### config.mk
export PLATFORM = sky130hd
export DESIGN_NAME = queen_solver_ctrl
export DESIGN_NICKNAME = d
export VERILOG_FILES = /design/src/rtl/queen_pkg.sv /design/src/rtl/queen_solver_ctrl_counter.sv /design/src/rtl/queen_solver_ctrl.sv
export SDC_FILE = /design/constraint.sdc
export NUM_CORES = 1
export LEC_CHECK = 0
export BUFFER_PORTS_ARGS = -buffer_cell sky130_fd_sc_hd__buf_2
export CAP_MARGIN = 0
export CORE_ASPECT_RATIO = 1.25
export CORE_UTILIZATION = 40
export DETAILED_ROUTE_END_ITERATION = 10
export GPL_ROUTABILITY_DRIVEN = 1
export PLACE_DENSITY_LB_ADDON = 0.3
export SETUP_SLACK_MARGIN = 0.05
export SLEW_MARGIN = 20
export SYNTH_ARGS = -nofsm -noshare
export SYNTH_HDL_FRONTEND = slang
export SYNTH_SLANG_ARGS = --single-unit
### constraint.sdc
create_clock -name clk -period 12.01 [get_ports clk]
set_input_delay 1.8015 -clock clk [delete_from_list [all_inputs] [get_ports clk]]
set_output_delay 1.8015 -clock clk [all_outputs]
set_load 0.02 [all_outputs]
### src/rtl/queen_pkg.sv
// Shared types and constants for the N-queens backtracking sequencer.
package queen_pkg;

    localparam int N_DEF = 8;
    localparam int W_DEF = 3;
    localparam int CNT_W = 16;

    typedef enum logic [2:0] {
        IDLE  = 3'd0,
        CHECK = 3'd1,
        BACK  = 3'd2,
        EMIT  = 3'd3,
        DONE  = 3'd4
    } state_t;

endpackage

### src/rtl/queen_solver_ctrl_counter.sv
// Loadable up/down counter used as the search row index.
module counter #(
    parameter int N = 3
) (
    input  logic         clk,
    input  logic         reset,
    input  logic         load,
    input  logic [N-1:0] load_data,
    input  logic         count_up,
    input  logic         count_down,
    output logic [N-1:0] count
);

    logic [N-1:0] count_q;
    logic [N-1:0] count_d;

    always_comb begin
        count_d = count_q;
        if (load) begin
            count_d = load_data;
        end else if (count_up) begin
            count_d = count_q + N'(1);
        end else if (count_down) begin
            count_d = count_q - N'(1);
        end
    end

    always_ff @(posedge clk or posedge reset) begin
        if (reset) begin
            count_q <= '0;
        end else begin
            count_q <= count_d;
        end
    end

    assign count = count_q;

endmodule

### src/rtl/queen_solver_ctrl.sv
// N-queens backtracking sequencer: one placement or backtrack step per cycle.
// Define QUEEN_FIRST_ONLY_EN to stop after the first accepted solution.
module queen_solver_ctrl
    import queen_pkg::*;
#(
    parameter int N = N_DEF,
    parameter int W = W_DEF
) (
    input  logic             clk,
    input  logic             reset,
    input  logic             start,
    input  logic             sol_ready,
    output logic             sol_valid,
    output logic [N*W-1:0]   sol_data,
    output logic             busy,
    output logic             done,
    output logic [CNT_W-1:0] sol_count
);

    localparam logic [W-1:0] LAST = W'(N - 1);

    state_t             state_q, state_d;
    logic [N*W-1:0]     cols_q, cols_d;
    logic [CNT_W-1:0]   cnt_q, cnt_d;
    logic [W-1:0]       row;
    logic               row_load, row_up, row_down;
    logic [W-1:0]       cur_col, prev_col, k_col;
    logic [W:0]         col_diff, row_diff;
    logic               safe;

    counter #(.N(W)) u_row (
        .clk        (clk),
        .reset      (reset),
        .load       (row_load),
        .load_data  ('0),
        .count_up   (row_up),
        .count_down (row_down),
        .count      (row)
    );

    // Diagonal test compares |col delta| against row delta, both W+1 bits unsigned.
    always_comb begin
        cur_col  = cols_q[int'(row)*W +: W];
        prev_col = cols_q[int'(row - W'(1))*W +: W];
        safe     = 1'b1;
        k_col    = '0;
        col_diff = '0;
        row_diff = '0;
        for (int k = 0; k < N; k++) begin
            if (k < int'(row)) begin
                k_col    = cols_q[k*W +: W];
                col_diff = ({1'b0, k_col} >= {1'b0, cur_col}) ?
                           ({1'b0, k_col} - {1'b0, cur_col}) :
                           ({1'b0, cur_col} - {1'b0, k_col});
                row_diff = {1'b0, row} - (W+1)'(k);
                if ((k_col == cur_col) || (col_diff == row_diff)) begin
                    safe = 1'b0;
                end
            end
        end
    end

    always_comb begin
        state_d  = state_q;
        cols_d   = cols_q;
        cnt_d    = cnt_q;
        row_load = 1'b0;
        row_up   = 1'b0;
        row_down = 1'b0;
        case (state_q)
            IDLE, DONE: begin
                if (start) begin
                    row_load     = 1'b1;
                    cols_d[W-1:0] = '0;
                    cnt_d        = '0;
                    state_d      = CHECK;
                end
            end
            CHECK: begin
                if (safe) begin
                    if (row == LAST) begin
                        state_d = EMIT;
                    end else begin
                        row_up = 1'b1;
                        cols_d[(int'(row)+1)*W +: W] = '0;
                    end
                end else if (cur_col != LAST) begin
                    cols_d[int'(row)*W +: W] = cur_col + W'(1);
                end else begin
                    state_d = BACK;
                end
            end
            BACK: begin
                if (row == '0) begin
                    state_d = DONE;
                end else begin
                    row_down = 1'b1;
                    if (prev_col != LAST) begin
                        cols_d[int'(row - W'(1))*W +: W] = prev_col + W'(1);
                        state_d = CHECK;
                    end
                end
            end
            EMIT: begin
                if (sol_ready) begin
                    if (cnt_q != '1) begin
                        cnt_d = cnt_q + CNT_W'(1);
                    end
`ifdef QUEEN_FIRST_ONLY_EN
                    state_d = DONE;
`else
                    // Treat the accepted solution as a failed placement in the last row.
                    if (cur_col != LAST) begin
                        cols_d[int'(row)*W +: W] = cur_col + W'(1);
                        state_d = CHECK;
                    end else begin
                        state_d = BACK;
                    end
`endif
                end
            end
            default: state_d = IDLE;
        endcase
    end

    always_ff @(posedge clk or posedge reset) begin
        if (reset) begin
            state_q <= IDLE;
            cols_q  <= '0;
            cnt_q   <= '0;
        end else begin
            state_q <= state_d;
            cols_q  <= cols_d;
            cnt_q   <= cnt_d;
        end
    end

    assign sol_valid = (state_q == EMIT);
    assign sol_data  = cols_q;
    assign busy      = (state_q == CHECK) || (state_q == BACK) || (state_q == EMIT);
    assign done      = (state_q == DONE);
    assign sol_count = cnt_q;

endmodule
---- After elaboration in Yosys (flattened, before gate mapping) ----
Cells that the tools add are included.
Widths: inputs -> output; s select.
cells by class
  add/subtract/negate cells ............... 30
  eq/ne operators ......................... 31
  shift-type cells ........................ 8
  reductions and logical operators ........ 20
  multiply operators ...................... 3
  order comparisons ....................... 14
  muxes and demuxes ....................... 56
operators with widths
  cell                      count
  $mux 24                   6
  $shift 3x33->24 const A   3
  $bwmux 24                 3
  $shiftx 3x33->24          2
  $pmux 21 s3               1
  $sub 3x3->4               14
  $mux 16                   3
  $mux 3                    11
  $neg 5->33                1
  $neg 6->33                1
  $neg 7->33                1
  $shiftx 3x33->24 const A  1
  $pmux 16 s2               1
  $shiftx 24x32->3          1
  $mux 4                    7
  $eq 4x4->1                6
  $pmux 3 s4                2
  $shiftx 24x7->3           1
  $eq 3x3->1                7
  $ge 3x3->1                7
  $mux 1                    21
  $ne 3x3->1 const B        6
  $add 16x1->16 const B     1
  $ne 16x16->1 const B      1
  other kinds (28)          54
storage, ports and cells
  logic and storage cells ................. 167
  input bits .............................. 4
  output and inout bits ................... 43
  bits in registers ....................... 46

---- Depth between registers and ports, before layout ----
Gate-level depths: netlist of run 1.
  depth after elaboration ................. 24
  mapped depth ............................ 28
  mapped depth without buffers ............ 22

---- Cells and area by module ----
A second synthesis of run 1 with hierarchy kept.
unflattened totals
  cells, all modules ...................... 916
  area, all modules ....................... 7,327.0 sq um
modules (own cells, without submodules)
  module             area an instance (sq um)  instances  cells each
  queen_solver_ctrl  7,136.8                   1          897
  counter            190.2                     1          19

---- Worst setup path before layout of run 1 ----
OpenSTA, ideal clock, no wires.
  path kind ............................... register -> register
  start ................................... register u_row.count_q[0] (netlist: u_row.count[0])
  end ..................................... register cols_q[13] (netlist: sol_data[13])
  arrival time ............................ 6,746 ps
  stages on the path, launching flop included .. 28
  path buffers ............................ 8
  data required time ...................... 11,884 ps
  library setup time ...................... 126 ps
  path slack .............................. 5,138 ps
  period minus slack after synthesis ...... 6,872 ps
  cell sequence ........................... dfrtp_1 -> buf_6 -> inv_1 -> clkbuf_1 -> ha_1 -> buf_2 -> buf_2 -> buf_2 -> inv_1 -> clkbuf_1 -> ha_1 -> ha_1 -> fa_1 -> xor2_1 -> clkbuf_1 -> nor2_1 -> nand3_1 -> inv_1 -> ha_1 -> clkbuf_1 -> or4b_2 -> o22ai_1 -> nand4_1 -> a21o_1 -> o221ai_1 -> o21ai_0 -> mux2_2 -> a221o_1
between the ends
  cells in the longest elaborated chain, start to end .. 22
  elaborated cells on any way between the ends .. 112
ends and longest elaborated chain
  what                                                                     RTL line                                                                    text
  start: declaration                                                       queen_solver_ctrl_counter.sv:14                                             logic [N-1:0] count_q;
  start signal: assignment                                                 queen_solver_ctrl_counter.sv:32                                             count_q <= count_d;
  $mul 3x2->5                                                              queen_solver_ctrl.sv:43, queen_solver_ctrl.sv:88, queen_solver_ctrl.sv:114
  $shiftx 24x32->3                                                         queen_solver_ctrl.sv:43                                                     cur_col = cols_q[int'(row)*W +: W];
  $sub 3x3->4, or another cell as far along                                queen_solver_ctrl.sv:54                                                     ({1'b0, cur_col} - {1'b0, k_col});
  $mux 4                                                                   queen_solver_ctrl.sv:52                                                     col_diff = ({1'b0, k_col} >= {1'b0, cur_col}) ?
  $eq 4x3->1                                                               queen_solver_ctrl.sv:56                                                     if ((k_col == cur_col) || (col_diff == row_diff)) begin
  $logic_or 1x1->1                                                         queen_solver_ctrl.sv:56
  $mux 1                                                                   queen_solver_ctrl.sv:56
  $mux 1                                                                   queen_solver_ctrl.sv:50                                                     if (k < int'(row)) begin
  (+6 left out)                                                            -
  $mux 1                                                                   queen_solver_ctrl.sv:56
  $mux 1                                                                   queen_solver_ctrl.sv:50
  $mux 1                                                                   queen_solver_ctrl.sv:56
  $mux 1                                                                   queen_solver_ctrl.sv:50
  $mux 1                                                                   queen_solver_ctrl.sv:56
  $mux 1                                                                   queen_solver_ctrl.sv:50
  $ne 3x3->1 (no source line) / $mux 24 (equally long branches)            -
  $reduce_and 5->1 (no source line) / $pmux 21 s3 (equally long branches)  -
  end signal: assignment                                                   queen_solver_ctrl.sv:133                                                    cols_q <= cols_d;
  end: declaration                                                         queen_solver_ctrl.sv:23                                                     logic [N*W-1:0] cols_q, cols_d;
Parallel ways exist; a longest one is shown, timed or not. The select of a mux whose other input is x is not followed.
A chain may end at the register's enable or synchronous reset.

---- Worst setup path in the final report of run 1 ----
Ends and elaborated chain as after synthesis.

==> results of run 1 <==
final cells by class:
cell class,count,area (um^2)
fillers,1953,10600
multi-input cells,839,6160
flip-flops and latches,46,1150
repair buffers,61,343
well taps,261,327
inverters,67,251
clock buffers,5,125
clock inverters,3,25.0
through the flow:
stage | util | cells | area [um^2] | hold WS, ns
finish | 0.441 | 1282 | 8380 | 0.554
global placement | 0.434 | 1274 | 8230 | 0.532
CTS | 0.441 | 1282 | 8380 | 0.570
floorplan | - | 1014 | 7840 | 0.636
global route | 0.441 | 1282 | 8380 | 0.605
detailed placement | 0.434 | 1274 | 8230 | 0.552
sequential cells by signal, indices dropped and copies added, names as in the netlist:
| register | flops |
|---|---|
| sol_count | 16 |
| sol_data | 24 |
| state_q | 3 |
| u_row.count | 3 |
logic make-up (layout without fill, tap and decap cells):
kind of cell             Yosys count  in the layout  synth area share
XOR/XNOR                          43             43            0.0480
flip-flops                        46             46             0.147
multiplexers                      49             49            0.0833
AND/OR/NAND/NOR                  366            366             0.232
buffers and inverters            129            136            0.0681
adder cells (fa/ha/maj)           96             96             0.175
AO/OA/AOI/OAI                    285            285             0.247
cells in the final DEF, fill, tap and decap left out, types with 15 or more instances in the layout:
| master | count |
|---|---|
| fa_1 | 23 |
| inv_1 | 64 |
| buf_2 | 46 |
| nand2_1 | 88 |
| buf_4 | 15 |
| nand3_1 | 46 |
| nor3_1 | 26 |
| xor2_1 | 16 |
| ha_1 | 72 |
| a31oi_1 | 21 |
| o22ai_1 | 19 |
| xnor2_1 | 27 |
| a21oi_1 | 58 |
| mux2i_1 | 27 |
| nor2_1 | 90 |
| o21ai_0 | 60 |
| dfrtp_1 | 45 |
how the worst min path moves through the flow:
| stage | startpoint | to | slack, ns | cells past startpoint |
|---|---|---|---|---|
| finish | sol_count[10] | sol_count[10] | 0.55 | 2 |
| global route | sol_count[14] | sol_count[14] | 0.60 | 2 |
| CTS | sol_count[10] | sol_count[10] | 0.57 | 2 |
| detailed placement | sol_count[10] | sol_count[10] | 0.55 | 2 |
| global placement | sol_count[10] | sol_count[10] | 0.53 | 2 |
| floorplan | sol_count[1] | sol_count[1] | 0.64 | 2 |
tightest hold or removal path, delay by kind of cell, from the launching register on:
family,cells,cell delay [ns]
flip-flops,1,0.37
XOR/XNOR,1,0.07
AND/OR/NAND/NOR,1,0.07
metal layers:
| layer | vias to the layer above | GRT usage | share of wire |
|---|---|---|---|
| met5 | - | 0 | 0 |
| met2 | 532 | 0.510 | 0.45 |
| li1 | 3757 | - | - |
| met3 | 126 | 0.0410 | 0.090 |
| met4 | 0 | 0.218 | 0.079 |
| met1 | 3944 | 0.379 | 0.38 |
==> run metrics, run 1 <==
largest net degree at the start of global routing 59; Cell variety after synth 83; Area Overhead vs Synth 6.89%; Clock Tree Root clkbuf_16; RSZ-0062 raised after global routing false; GRT Util Overall 0.311; Final Worst Setup Slack 4.00 ns; gpl congestion 1.01; synth top area cells dfrtp_1 15%, ha_1 12%, fa_1 5.9%, nor2_1 4.3%, nand2_1 4.2%; core region area 19000 um^2; worst path required time ~12 ns; r2r setup slk roughly 4.0 ns; prevailing post-synth register cell dfrtp_1; postcts setup bufs 0; Slew @ Worst Pin 1.01 ns; post_cts resized 0; CP cell instances buf_4, inv_1, ha_2, buf_4, inv_1, ha_1, ha_1, fa_1, xor2_1, buf_4, nor2_1, nand3_1, inv_1, ha_1, or4b_2, o22ai_1, nand4_1, a21o_1, o221ai_1, o21ai_0, mux2_2, a221o_1; total CTS buffers 5; clk sinks between 40 and 50; DRC 0; WP data arrival 8.20 ns; clock buffer depth 2; hold_buf cts 0; Worst setup startpoint u_row.count[0]; Cells after Synth 1014; Initial DRC Count approximately 1000; vias per inst around 6.5; num ports 47; total gr overflow 0; critical path's top delay family buffers and inverters; worst r2r dst sol_data[13]; RR Startpoint u_row.count[0]; row count 56; H-tree levels 2; Crit-path slowest cell or4b_2; Fin. Hold Viols 0; die area 20200 um^2; via count 8359; clk slew on worst S/H paths roughly 0.08 ns; Final setup violation count 0; kind of critical path flip-flop to flip-flop; worst r2r path cells 22; CP Max Fanout 58; drt wl/cell 24.0 um; first-pass GRT wire length 47.5 mm; total negative slack 0 ns; status complete, no violations; cell taking the most area after synthesis dfrtp_1; Fmax achieved 0.125 GHz; worst setup path end sol_data[13]; Pre-antenna DRT Iters 6; maxcap violations 0; EDFF count, synth 0; HPWL Detailed 22.7 mm; Ant. Diodes 0; clk_lat worst skew 0.30 ns; CP peak stage delay ~0.75 ns; CP Capture Type flip-flop; cell with the most instances after synthesis nor2_1; hold crit path type flip-flop to flip-flop; routed wire length 30.7 mm; max_slew headroom 0.325; Vert. Die Dim 159 um; PortBufs between 40 and 50; Startpoint Class flip-flop; layout cells sized above 1 0.109; critical path depth 22; Buf/Inv on CP 6; starting density of the core 0.413; top cells by count, synth 90 x nor2_1, 88 x nand2_1, 73 x ha_1; Async SR Flop Fraction 1.00; post-layout min period 8.01 ns; synth warn 0; fin. max-slew vios 0; CTS tree built; Die W 127 um; nets 1120; sequential share of the synthesized area 0.147; Post-Synthesis Cell Area 7840 um^2; vias in the first global route 7965; fin crit share 0.667; initial antenna violation count 0; worst-case clock skew roughly 0.0071 ns; syn_nets 1114; post-synthesis register bit count 46; dpl ws 4.16 ns; Syn Area/Cell 7.73 um^2; ANT nets after route 0; Synth top area share 0.147
Power of run 1 is left out: the tool's default activity adds up to more than one toggle a clock period on the data nets, which glitch-free logic cannot reach.
==> run 2, diff against run 1 <==
- ABC_AREA: unset -> 1
- clock period: 12.01 -> 6.41 ns (I/O delays scaled with it)
==> run metrics, run 2 <==
status complete, no violations; Initial DRC Count 958 (-1.9%); number of filler cells placed in the layout 2138 (+9.5%); clock buffer depth 2 (unchanged); largest family of logic cells by synthesized area simple AND/OR/NAND/NOR gates; synth warn 0 (unchanged); clk slew on worst S/H paths 0.08 ns (about the same); EDFF count, synth 0 (unchanged); hold crit path type flip-flop to flip-flop; fin. max-slew vios 0 (unchanged); Final setup violation count 0 (unchanged); sequential share of the synthesized area 0.143 (-0.00403); ANT nets after route 0 (unchanged); initial antenna violation count 0 (unchanged); core region area 19600 um^2 (+3.3%); cell with the most instances after synthesis nand2_1; post-synthesis compound-gate area fraction 0.144 (-0.102); post-synthesis mux area share 0 (-0.0833); synth top area cells nand2_1 18%, dfrtp_1 14%, ha_1 11%, nand3_1 9.1%, inv_1 7.4%; Slew @ Worst Pin 1.09 ns (+0.0778 ns); maxcap violations 0 (unchanged); H-tree levels 2 (unchanged); Synth Area in XOR/XNOR 0.0248 (-0.0232); Die W 129 um (+1.4%); gpl congestion 1.01 (+0.25%); kind of critical path flip-flop to flip-flop; Cell variety after synth 53 (-36%); DRC 0 (unchanged); Cell Area, Placed 8550 um^2 (+3.9%); layout cells sized above 1 0.0911 (-0.0176); placed cells 1629 (+28%); first-pass GRT wire length 50.7 mm (+6.7%); Layout Cells excl Fill 1637 (+28%); fraction of the mapped netlist area in simple logic gates 0.409 (+0.177); largest net degree at the start of global routing 47 (-20%); Worst Hold Path Cells 1 (-1); worst-case clock skew 0.00366 ns (-0.00341 ns); fin crit share 0.846 (+0.179); prevailing post-synth register cell dfrtp_1; Async SR Flop Fraction 1.00 (unchanged); Pre-antenna DRT Iters 6 (unchanged); top cells by count, synth 395 x nand2_1, 160 x inv_1, 147 x nand3_1; clk_lat worst skew 0.30 ns (about the same); CP Capture Type flip-flop; post_cts resized 0 (unchanged); max reg flops 24 (unchanged); HPWL Detailed 25.3 mm (+12%); via count 9390 (+12%); GRT Util Overall 0.322 (+0.0115); total negative slack 0 ns (unchanged); die area 20700 um^2 (+2.8%); nets 1471 (+31%); Ant. Diodes 0 (unchanged); vias per inst 5.74 (-12%); most frequent cells in the layout 395 x nand2_1, 159 x inv_1, 147 x nand3_1; Area Overhead vs Synth 7.95%; area used by multi-input combinational logic 6030 um^2 (-2.0%); CTS tree built; WP data arrival 5.62 ns (-2.58 ns); syn_nets 1438 (+29%); Startpoint Class flip-flop; starting density of the core 0.411 (-0.00185); design area 8700 um^2 (+3.8%); Fin. Hold Viols 0 (unchanged); Syn Area/Cell 6.03 um^2 (-22%); num ports 47 (unchanged); Synth top area share 0.184 (+0.0371); worst path required time 6.60 ns (-5.60 ns); routed wire length 32.9 mm (+7.0%); post-synthesis register bit count 46 (unchanged); post-layout min period 5.42 ns (-2.59 ns); worst r2r path cells 25 (+14%); clk sinks 46 (unchanged); Adder-Cell Fraction of Synth Area 0.170 (-0.00481); total gr overflow 0 (unchanged); Cells after Synth 1338 (+32%); row count 57 (+1.8%); Post-Synthesis Cell Area 8060 um^2 (+2.8%); total CTS buffers 5 (unchanged); Fmax achieved 0.184 GHz (+48%); vias in the first global route 8765 (+10%); hold_buf cts 0 (unchanged); PortBufs 46 (unchanged); Clock Tree Root clkbuf_16; cell taking the most area after synthesis nand2_1; FF/Latch Area 1150 um^2 (unchanged); RSZ-0062 raised after global routing false; CP Max Fanout 14 (-76%); most common cell after layout, fill and taps aside nand2_1; max_slew headroom 0.273 (-0.0520); postcts setup bufs 0 (unchanged); drt wl/cell 20.1 um (-16%); Vert. Die Dim 161 um (+1.4%)
run 2: cell count changes after synthesis, sizes merged, moves of 14 or more:
cell / delta
nand2: +318
inv: +106
nand3: +106
a21oi: +35
nor2: +34
clkbuf: -30
o21ai: +29
mux2i: -27
a31oi: -20
nand4: +20
xnor2: -20
o22ai: -18
nor2b: -14
run 2: cell type report:
class	instances	area share
Multi-Input combinational cell	1079	0.693
Inverter	172	0.0742
Clock inverter	3	0.00302
Tap cell	265	0.0381
Sequential cell	46	0.132
Clock buffer	5	0.0144
Timing Repair Buffer	67	0.0446
run 2: cells by family (layout without fill, tap and decap cells):
kind of cell,after synthesis,in the layout
and+or+nand+nor,751,751
AOI/OAI and AO/OA,213,213
buffers and inverters,213,247
adders and majority gates,96,96
DFF,46,46
xor gates and xnor gates,19,19
run 2: critical path: stages, from the launching register on:
cell,delay [ns]
dfrtp_2,0.42
inv_1,0.07
ha_1,0.21
inv_1,0.06
ha_1,0.30
inv_2,0.20
ha_1,0.27
ha_1,0.20
fa_1,0.50
xor2_1,0.24
nor2_4,0.18
inv_1,0.08
nor2_1,0.21
ha_1,0.46
nor3_1,0.24
o21ai_0,0.09
nor2_1,0.20
nand3_2,0.17
nand2_2,0.31
nand2_1,0.12
o21ai_2,0.14
nand4_1,0.19
a22oi_1,0.27
nand2_1,0.08
nand2_1,0.07
nand2_1,0.05
run 2: through the flow:
| stage | hold WS, ns | util | setup slack [ns] |
|---|---|---|---|
| finish | 0.529 | 0.444 | 0.986 |
| floorplan | 0.497 | - | 1.02 |
| CTS | 0.527 | 0.444 | 1.04 |
| global placement | 0.509 | 0.436 | 1.11 |
| detailed placement | 0.515 | 0.436 | 1.07 |
| global route | 0.541 | 0.444 | 0.667 |
run 2: final timing paths:
path                                startpoint  slack (ns)             end
worst max-delay path            u_row.count[0]        0.99    sol_data[13]
worst min-delay path              sol_count[9]        0.53    sol_count[9]
worst max register to register  u_row.count[0]        0.99    sol_data[13]
worst min register to register    sol_count[9]        0.53    sol_count[9]
max in group asynchronous                reset        5.06  u_row.count[0]
min in group asynchronous                reset        0.83    sol_data[16]
run 2: metal layers:
layer | vias to the layer above | wire length (um) | GRT usage
met4 | 0 | 2010 | 0.170
met2 | 484 | 14800 | 0.520
met1 | 4335 | 13300 | 0.413
met3 | 111 | 2740 | 0.0476
li1 | 4460 | - | -
met5 | - | 0 | 0
Power of run 2 is left out for the same reason.
